**config.mk**
```make
export PLATFORM = sky130hd
export DESIGN_NAME = rx_zc_corr
export DESIGN_NICKNAME = d
export VERILOG_FILES = /design/src/rtl/rx_zc_corr.sv
export SDC_FILE = /design/constraint.sdc
export NUM_CORES = 2
export LEC_CHECK = 0
export BUFFER_PORTS_ARGS = -buffer_cell sky130_fd_sc_hd__buf_2
export CAP_MARGIN = 20
export CORE_MARGIN = 4
export CORE_UTILIZATION = 45
export CTS_BUF_LIST = sky130_fd_sc_hd__clkbuf_4
export DETAILED_ROUTE_END_ITERATION = 8
export GPL_ROUTABILITY_DRIVEN = 0
export PLACE_DENSITY = 0.72
export SETUP_SLACK_MARGIN = 0.05
export SYNTH_ARGS = -nofsm -noshare
export SYNTH_HDL_FRONTEND = slang
export SYNTH_SLANG_ARGS = --single-unit
```
**constraint.sdc**
```tcl
create_clock -name sys_clk -period 15.7 [get_ports sys_clk]
set_input_delay 2.355 -clock sys_clk [delete_from_list [all_inputs] [get_ports sys_clk]]
set_output_delay 2.355 -clock sys_clk [all_outputs]
set_load 0.005 [all_outputs]
```
**src/rtl/rx_zc_corr.sv**
```systemverilog
// rtl/rx_zc_corr.sv - ZC reference conjugate correlator with LS estimate stream
// Reference samples queue in a small FIFO and are paired in order with received samples.
module rx_zc_corr #(
    parameter int DATA_WIDTH = 12,
    parameter int FIFO_DEPTH = 16,
    parameter int ACC_WIDTH  = 37
) (
    input  logic                    sys_clk,
    input  logic                    rst,
    input  logic [11:0]             zc_len,
    input  logic                    start,
    input  logic                    ref_valid,
    input  logic [2*DATA_WIDTH-1:0] ref_data,
    output logic                    ref_ready,
    input  logic                    rx_valid,
    input  logic [2*DATA_WIDTH-1:0] rx_data,
    output logic                    busy,
    output logic                    done,
    output logic                    est_valid,
    output logic [31:0]             est_data,
    output logic                    corr_valid,
    output logic [2*ACC_WIDTH-1:0]  corr_data,
    output logic                    overflow,
    output logic                    underflow
);

    localparam int AW = $clog2(FIFO_DEPTH);
    localparam int PW = 2 * DATA_WIDTH;
    localparam int SW = PW + 1;

    typedef enum logic [1:0] {S_IDLE, S_RUN, S_FLUSH, S_DONE} state_t;

    state_t                 state_q;
    logic [11:0]            len_q, cnt_q;
    logic [AW:0]            wr_ptr_q, rd_ptr_q, wr_ptr_d, rd_ptr_d, wr_base;
    logic [PW-1:0]          mem_q [FIFO_DEPTH];
    logic                   busy_q, done_q, ovf_q, udf_q;
    logic [2*ACC_WIDTH-1:0] corr_q;

    logic                   s1_v_q, s2_v_q, est_v_q;
    logic [PW-1:0]          s1_r_q, s1_c_q;
    logic signed [PW-1:0]   p_ii_q, p_qq_q, p_qi_q, p_iq_q;
    logic [31:0]            est_q;
    logic [ACC_WIDTH-1:0]   acc_i_q, acc_q_q;

    logic                   start_acc, fifo_empty, fifo_full, wr_en, pop;
    logic signed [PW-1:0]   r_i, r_q, c_i, c_q;
    logic signed [SW-1:0]   sum_i, sum_q, rnd_i, rnd_q, sh_i, sh_q;

    function automatic logic [15:0] sat16(input logic [SW-1:0] v);
        logic [15:0] r;
        if (v[SW-1:15] == {(SW-15){1'b0}} || v[SW-1:15] == {(SW-15){1'b1}})
            r = v[15:0];
        else
            r = v[SW-1] ? 16'h8000 : 16'h7fff;
        return r;
    endfunction

    // An accepted start flushes the FIFO; a same-cycle reference lands in the emptied slot 0.
    always_comb begin
        start_acc  = (state_q == S_IDLE) && start && (zc_len != 12'd0);
        fifo_empty = (wr_ptr_q == rd_ptr_q);
        fifo_full  = (wr_ptr_q[AW] != rd_ptr_q[AW]) &&
                     (wr_ptr_q[AW-1:0] == rd_ptr_q[AW-1:0]);
        ref_ready  = ((state_q == S_RUN) || start_acc) && !fifo_full;
        wr_en      = ref_valid && ref_ready;
        pop        = (state_q == S_RUN) && rx_valid && !fifo_empty;
        wr_base    = start_acc ? '0 : wr_ptr_q;
        wr_ptr_d   = wr_base + {{AW{1'b0}}, wr_en};
        rd_ptr_d   = start_acc ? '0 : rd_ptr_q + {{AW{1'b0}}, pop};
    end

    always_ff @(posedge sys_clk) begin
        if (wr_en)
            mem_q[wr_base[AW-1:0]] <= ref_data;
    end

    always_ff @(posedge sys_clk) begin
        if (rst) begin
            state_q  <= S_IDLE;
            len_q    <= '0;
            cnt_q    <= '0;
            wr_ptr_q <= '0;
            rd_ptr_q <= '0;
            busy_q   <= 1'b0;
            done_q   <= 1'b0;
            corr_q   <= '0;
            ovf_q    <= 1'b0;
            udf_q    <= 1'b0;
        end else begin
            wr_ptr_q <= wr_ptr_d;
            rd_ptr_q <= rd_ptr_d;
            done_q   <= 1'b0;
            if (start_acc) begin
                len_q  <= zc_len;
                cnt_q  <= '0;
                corr_q <= '0;
                ovf_q  <= 1'b0;
                udf_q  <= 1'b0;
            end else begin
                cnt_q <= cnt_q + {11'd0, pop};
                if (state_q == S_RUN && ref_valid && !ref_ready)
                    ovf_q <= 1'b1;
                if (state_q == S_RUN && rx_valid && fifo_empty)
                    udf_q <= 1'b1;
            end
            case (state_q)
                S_IDLE: if (start_acc) begin
                    state_q <= S_RUN;
                    busy_q  <= 1'b1;
                end
                S_RUN: if (pop && (cnt_q + 12'd1 == len_q))
                    state_q <= S_FLUSH;
                S_FLUSH: if (!s1_v_q && !s2_v_q) begin
                    state_q <= S_DONE;
                    done_q  <= 1'b1;
                    corr_q  <= {acc_i_q, acc_q_q};
                end
                default: begin
                    state_q <= S_IDLE;
                    busy_q  <= 1'b0;
                end
            endcase
        end
    end

    // Operands are widened to product width so the multiply keeps all bits.
    assign r_i = {{DATA_WIDTH{s1_r_q[PW-1]}}, s1_r_q[PW-1:DATA_WIDTH]};
    assign r_q = {{DATA_WIDTH{s1_r_q[DATA_WIDTH-1]}}, s1_r_q[DATA_WIDTH-1:0]};
    assign c_i = {{DATA_WIDTH{s1_c_q[PW-1]}}, s1_c_q[PW-1:DATA_WIDTH]};
    assign c_q = {{DATA_WIDTH{s1_c_q[DATA_WIDTH-1]}}, s1_c_q[DATA_WIDTH-1:0]};

    always_comb begin
        sum_i = {p_ii_q[PW-1], p_ii_q} + {p_qq_q[PW-1], p_qq_q};
        sum_q = {p_qi_q[PW-1], p_qi_q} - {p_iq_q[PW-1], p_iq_q};
        rnd_i = sum_i + SW'(16);
        rnd_q = sum_q + SW'(16);
        sh_i  = rnd_i >>> 5;
        sh_q  = rnd_q >>> 5;
    end

    always_ff @(posedge sys_clk) begin
        if (rst) begin
            s1_v_q  <= 1'b0;
            s2_v_q  <= 1'b0;
            est_v_q <= 1'b0;
            s1_r_q  <= '0;
            s1_c_q  <= '0;
            p_ii_q  <= '0;
            p_qq_q  <= '0;
            p_qi_q  <= '0;
            p_iq_q  <= '0;
            est_q   <= '0;
            acc_i_q <= '0;
            acc_q_q <= '0;
        end else begin
            s1_v_q  <= pop;
            s2_v_q  <= s1_v_q;
            est_v_q <= s2_v_q;
            if (pop) begin
                s1_r_q <= rx_data;
                s1_c_q <= mem_q[rd_ptr_q[AW-1:0]];
            end
            if (s1_v_q) begin
                p_ii_q <= r_i * c_i;
                p_qq_q <= r_q * c_q;
                p_qi_q <= r_q * c_i;
                p_iq_q <= r_i * c_q;
            end
            if (s2_v_q)
                est_q <= {sat16(sh_i), sat16(sh_q)};
            if (start_acc) begin
                acc_i_q <= '0;
                acc_q_q <= '0;
            end else if (s2_v_q) begin
                acc_i_q <= acc_i_q + {{(ACC_WIDTH-SW){sum_i[SW-1]}}, sum_i};
                acc_q_q <= acc_q_q + {{(ACC_WIDTH-SW){sum_q[SW-1]}}, sum_q};
            end
        end
    end

    assign busy       = busy_q;
    assign done       = done_q;
    assign corr_valid = done_q;
    assign corr_data  = corr_q;
    assign est_valid  = est_v_q;
    assign est_data   = est_q;
    assign overflow   = ovf_q;
    assign underflow  = udf_q;

endmodule

```
==> metrics.txt <==
Worst path slowest cell=dfxtp_1; final worst-path cycle share=0.4249; antenna violations before repair=20; Placed Instances=between 6k and 7k; CP top delay family=adder cells; Longest Clk Path Bufs=3; pre-CTS WS=about 9000 ps; DRC Markers=0; clock-pin slew on the worst setup and hold paths=~70 ps; CP arrival=a little under 8000 ps; height of the die=around 360 um; peak supply drop=between 90 and 100 uV; largest area contributor in the netlist=edfxtp_1; count of final max-slew check failures=0; max_slew headroom=0.2553; Worst Hold Class=reg -> reg; largest net degree at the start of global routing=150; setup_tns=0 ps; Final setup violation count=0; share of layout cells above drive strength 1=0.1378; Setup crit start kind=flop; final non-filler cell total=approximately 7.3k; WP buf/inv=3; Max FO, Critical Path=25; fin crit period=between 6000 and 7000 ps; Total Routing Usage GR=0.2094; Yosys top cell area share=0.2050; Cell Pwr Density=around 70 nW/um2; CTS tree=built; top cells by count, synth=784 x inv_1, 581 x nand2_1, 556 x fa_1, 384 x edfxtp_1, 367 x dfxtp_1; first-pass GRT wire length=approximately 220 mm; fmax=~150 MHz; largest cells by area after synthesis=edfxtp_1 21%, fa_1 20%, dfxtp_1 13%, ha_1 7.5%, inv_1 5.2%; post-cts resize count=0; Nets=6510; top_reg_cell synth=edfxtp_1; flops & latches, synth=751; status=completed; number of global-route vias before repair=approximately 41k; total clock sinks=751; DIE AREA=130700 um2; # hold bufs at CTS=0; Syn Inst Count=around 5.4k; Via density=~5.4; IO Pins=178; clk_lat worst skew=approximately 1200 ps; Final Worst Setup Slack=roughly 9000 ps; count leader, synth=inv_1; routed wire length=136.1 mm; crit end category=flop; Area after DPL=around 60000 um2; total gr overflow=0; Final Hold Fails=0; Pleak=27.12 nW; RSZ-0062 raised after global routing=false; syn_area_per_cell=between 10 and 15 um2; post-synth cell types=about 110; num rows=129; Fin Hold WS=459.7 ps; HPWL after detailed placement=slightly below 100 mm; Post-Synthesis Cell Area=roughly 56000 um2; Finished Cell Area=approximately 61000 um2; total core area=124000 um2; Util after Layout=0.4959; kind of critical path=reg -> reg; CTS H-tree lvls=4; post-CTS setup buffer count=0; Vias=a little under 40k; number of synthesized flops with an enable pin=about 380; Yosys warnings=0; MaxCap Viol Count=0; Final ANT Viol Nets=0; Synth async-reset ratio=0; routed len/inst=around 19 um; CTS Buf Count=approximately 190; crit-path cells=nand2_1 -> fa_1 -> inv_1 -> ha_1 -> fa_1 -> inv_1 -> fa_1 -> fa_1 -> inv_1 -> ha_1 -> nor2b_1 -> o21ai_0 -> a21boi_0 -> o21ai_0 -> a21oi_1 -> o21ai_0 -> a21oi_1 -> o41ai_1 -> o21ai_0 -> o41ai_1 -> xnor2_1 -> a211oi_1; Seq/Total Area, Yosys=0.3356; Layout Skew=around 110 ps; Iteration-0 DRC Markers=2596; port bufs=177; Initial Utilization=0.4538; post-layout power=around 4.3 mW; Critical Path RT=between 15000 and 20000 ps; Crit path largest cell delay=980 ps; P&R area growth vs syn=9.283%; CTS root buf=clkbuf_4; drt pass-1 iters=6; Worst-Margin Slew=1116 ps; Die W=approximately 360 um; syn_nets=between 6k and 7k
==> worst min-delay path: stages (launching register included) <==
cell	delay, ps
dfxtp_1	310
nand2_1	50
a21oi_1	50
==> metal layers <==
| layer | up-vias | global-route usage | routed length [um] |
|---|---|---|---|
| li1 | 18360 | - | - |
| met1 | 19520 | 0.2641 | 55770 |
| met2 | 1171 | 0.3563 | 66630 |
| met3 | 251 | 0.04349 | 9455 |
| met4 | 12 | 0.07816 | 4193 |
| met5 | - | 0 | 85 |
==> registers in the layout (all words and copies together), names as in the netlist, 2 cells and up <==
register	cells
len_q	12
acc_q_q	37
p_qq_q	24
state_q	2
p_qi_q	24
s1_r_q	24
mem_q	384
cnt_q	12
acc_i_q	37
p_ii_q	24
rd_ptr_q	5
wr_ptr_q	5
est_data	32
p_iq_q	24
corr_data	74
s1_c_q	24
==> final timing paths <==
| path | slack (ps) | to | depth (start not counted) | start |
|---|---|---|---|---|
| hold / removal | 460 | s1_c_q[7] | 2 | s1_c_q[7] |
| setup / recovery | 9030 | p_iq_q[23] | 22 | s1_c_q[0] |
| hold reg to reg | 460 | s1_c_q[7] | 2 | s1_c_q[7] |
| setup reg to reg | 9030 | p_iq_q[23] | 22 | s1_c_q[0] |
==> where the power goes <==
group | internal, mW | switching, mW
Clock | 0.880 | 0.853
Sequential | 2.10 | 0.0321
Combinational | 0.153 | 0.296
Total | 3.13 | 1.18
==> cells in the final DEF (no fill, tap or decap), types with 68 or more instances in the layout <==
master,n
buf_4,68
nand3_1,70
edfxtp_1,384
a21o_1,82
mux2i_1,114
dfxtp_1,362
clkbuf_4,263
o21ai_0,112
mux4_2,120
a22o_1,76
xnor2_1,168
inv_1,783
buf_2,176
ha_1,337
fa_1,556
nand2_1,581
and2_1,182
a21oi_1,236
nor2_1,339
==> logic make-up (layout without fill, tap and decap cells) <==
logic type	Yosys count	after routing	share of synthesized area
buffers and inverters	1039	1375	0.07023
adders and majority gates	893	893	0.2729
xor gates and xnor gates	242	242	0.03875
DFF	751	751	0.3356
muxes	236	236	0.06874
and+or+nand+nor	1431	1431	0.1187
other	0	13	0
AOI/OAI and AO/OA	769	769	0.09514
==> layout make-up <==
type / instances / area (um2)
flip-flops and latches: 751 / 18890
diodes: 13 / 32.53
clock buffers: 263 / 1974
clock inverters: 75 / 563.0
fillers: 11090 / 62490
inverters: 788 / 2958
multi-input cells: 3571 / 33500
well taps: 1637 / 2048
repair buffers: 249 / 1493
No activity file was read; power rests on OpenSTA's default activity.
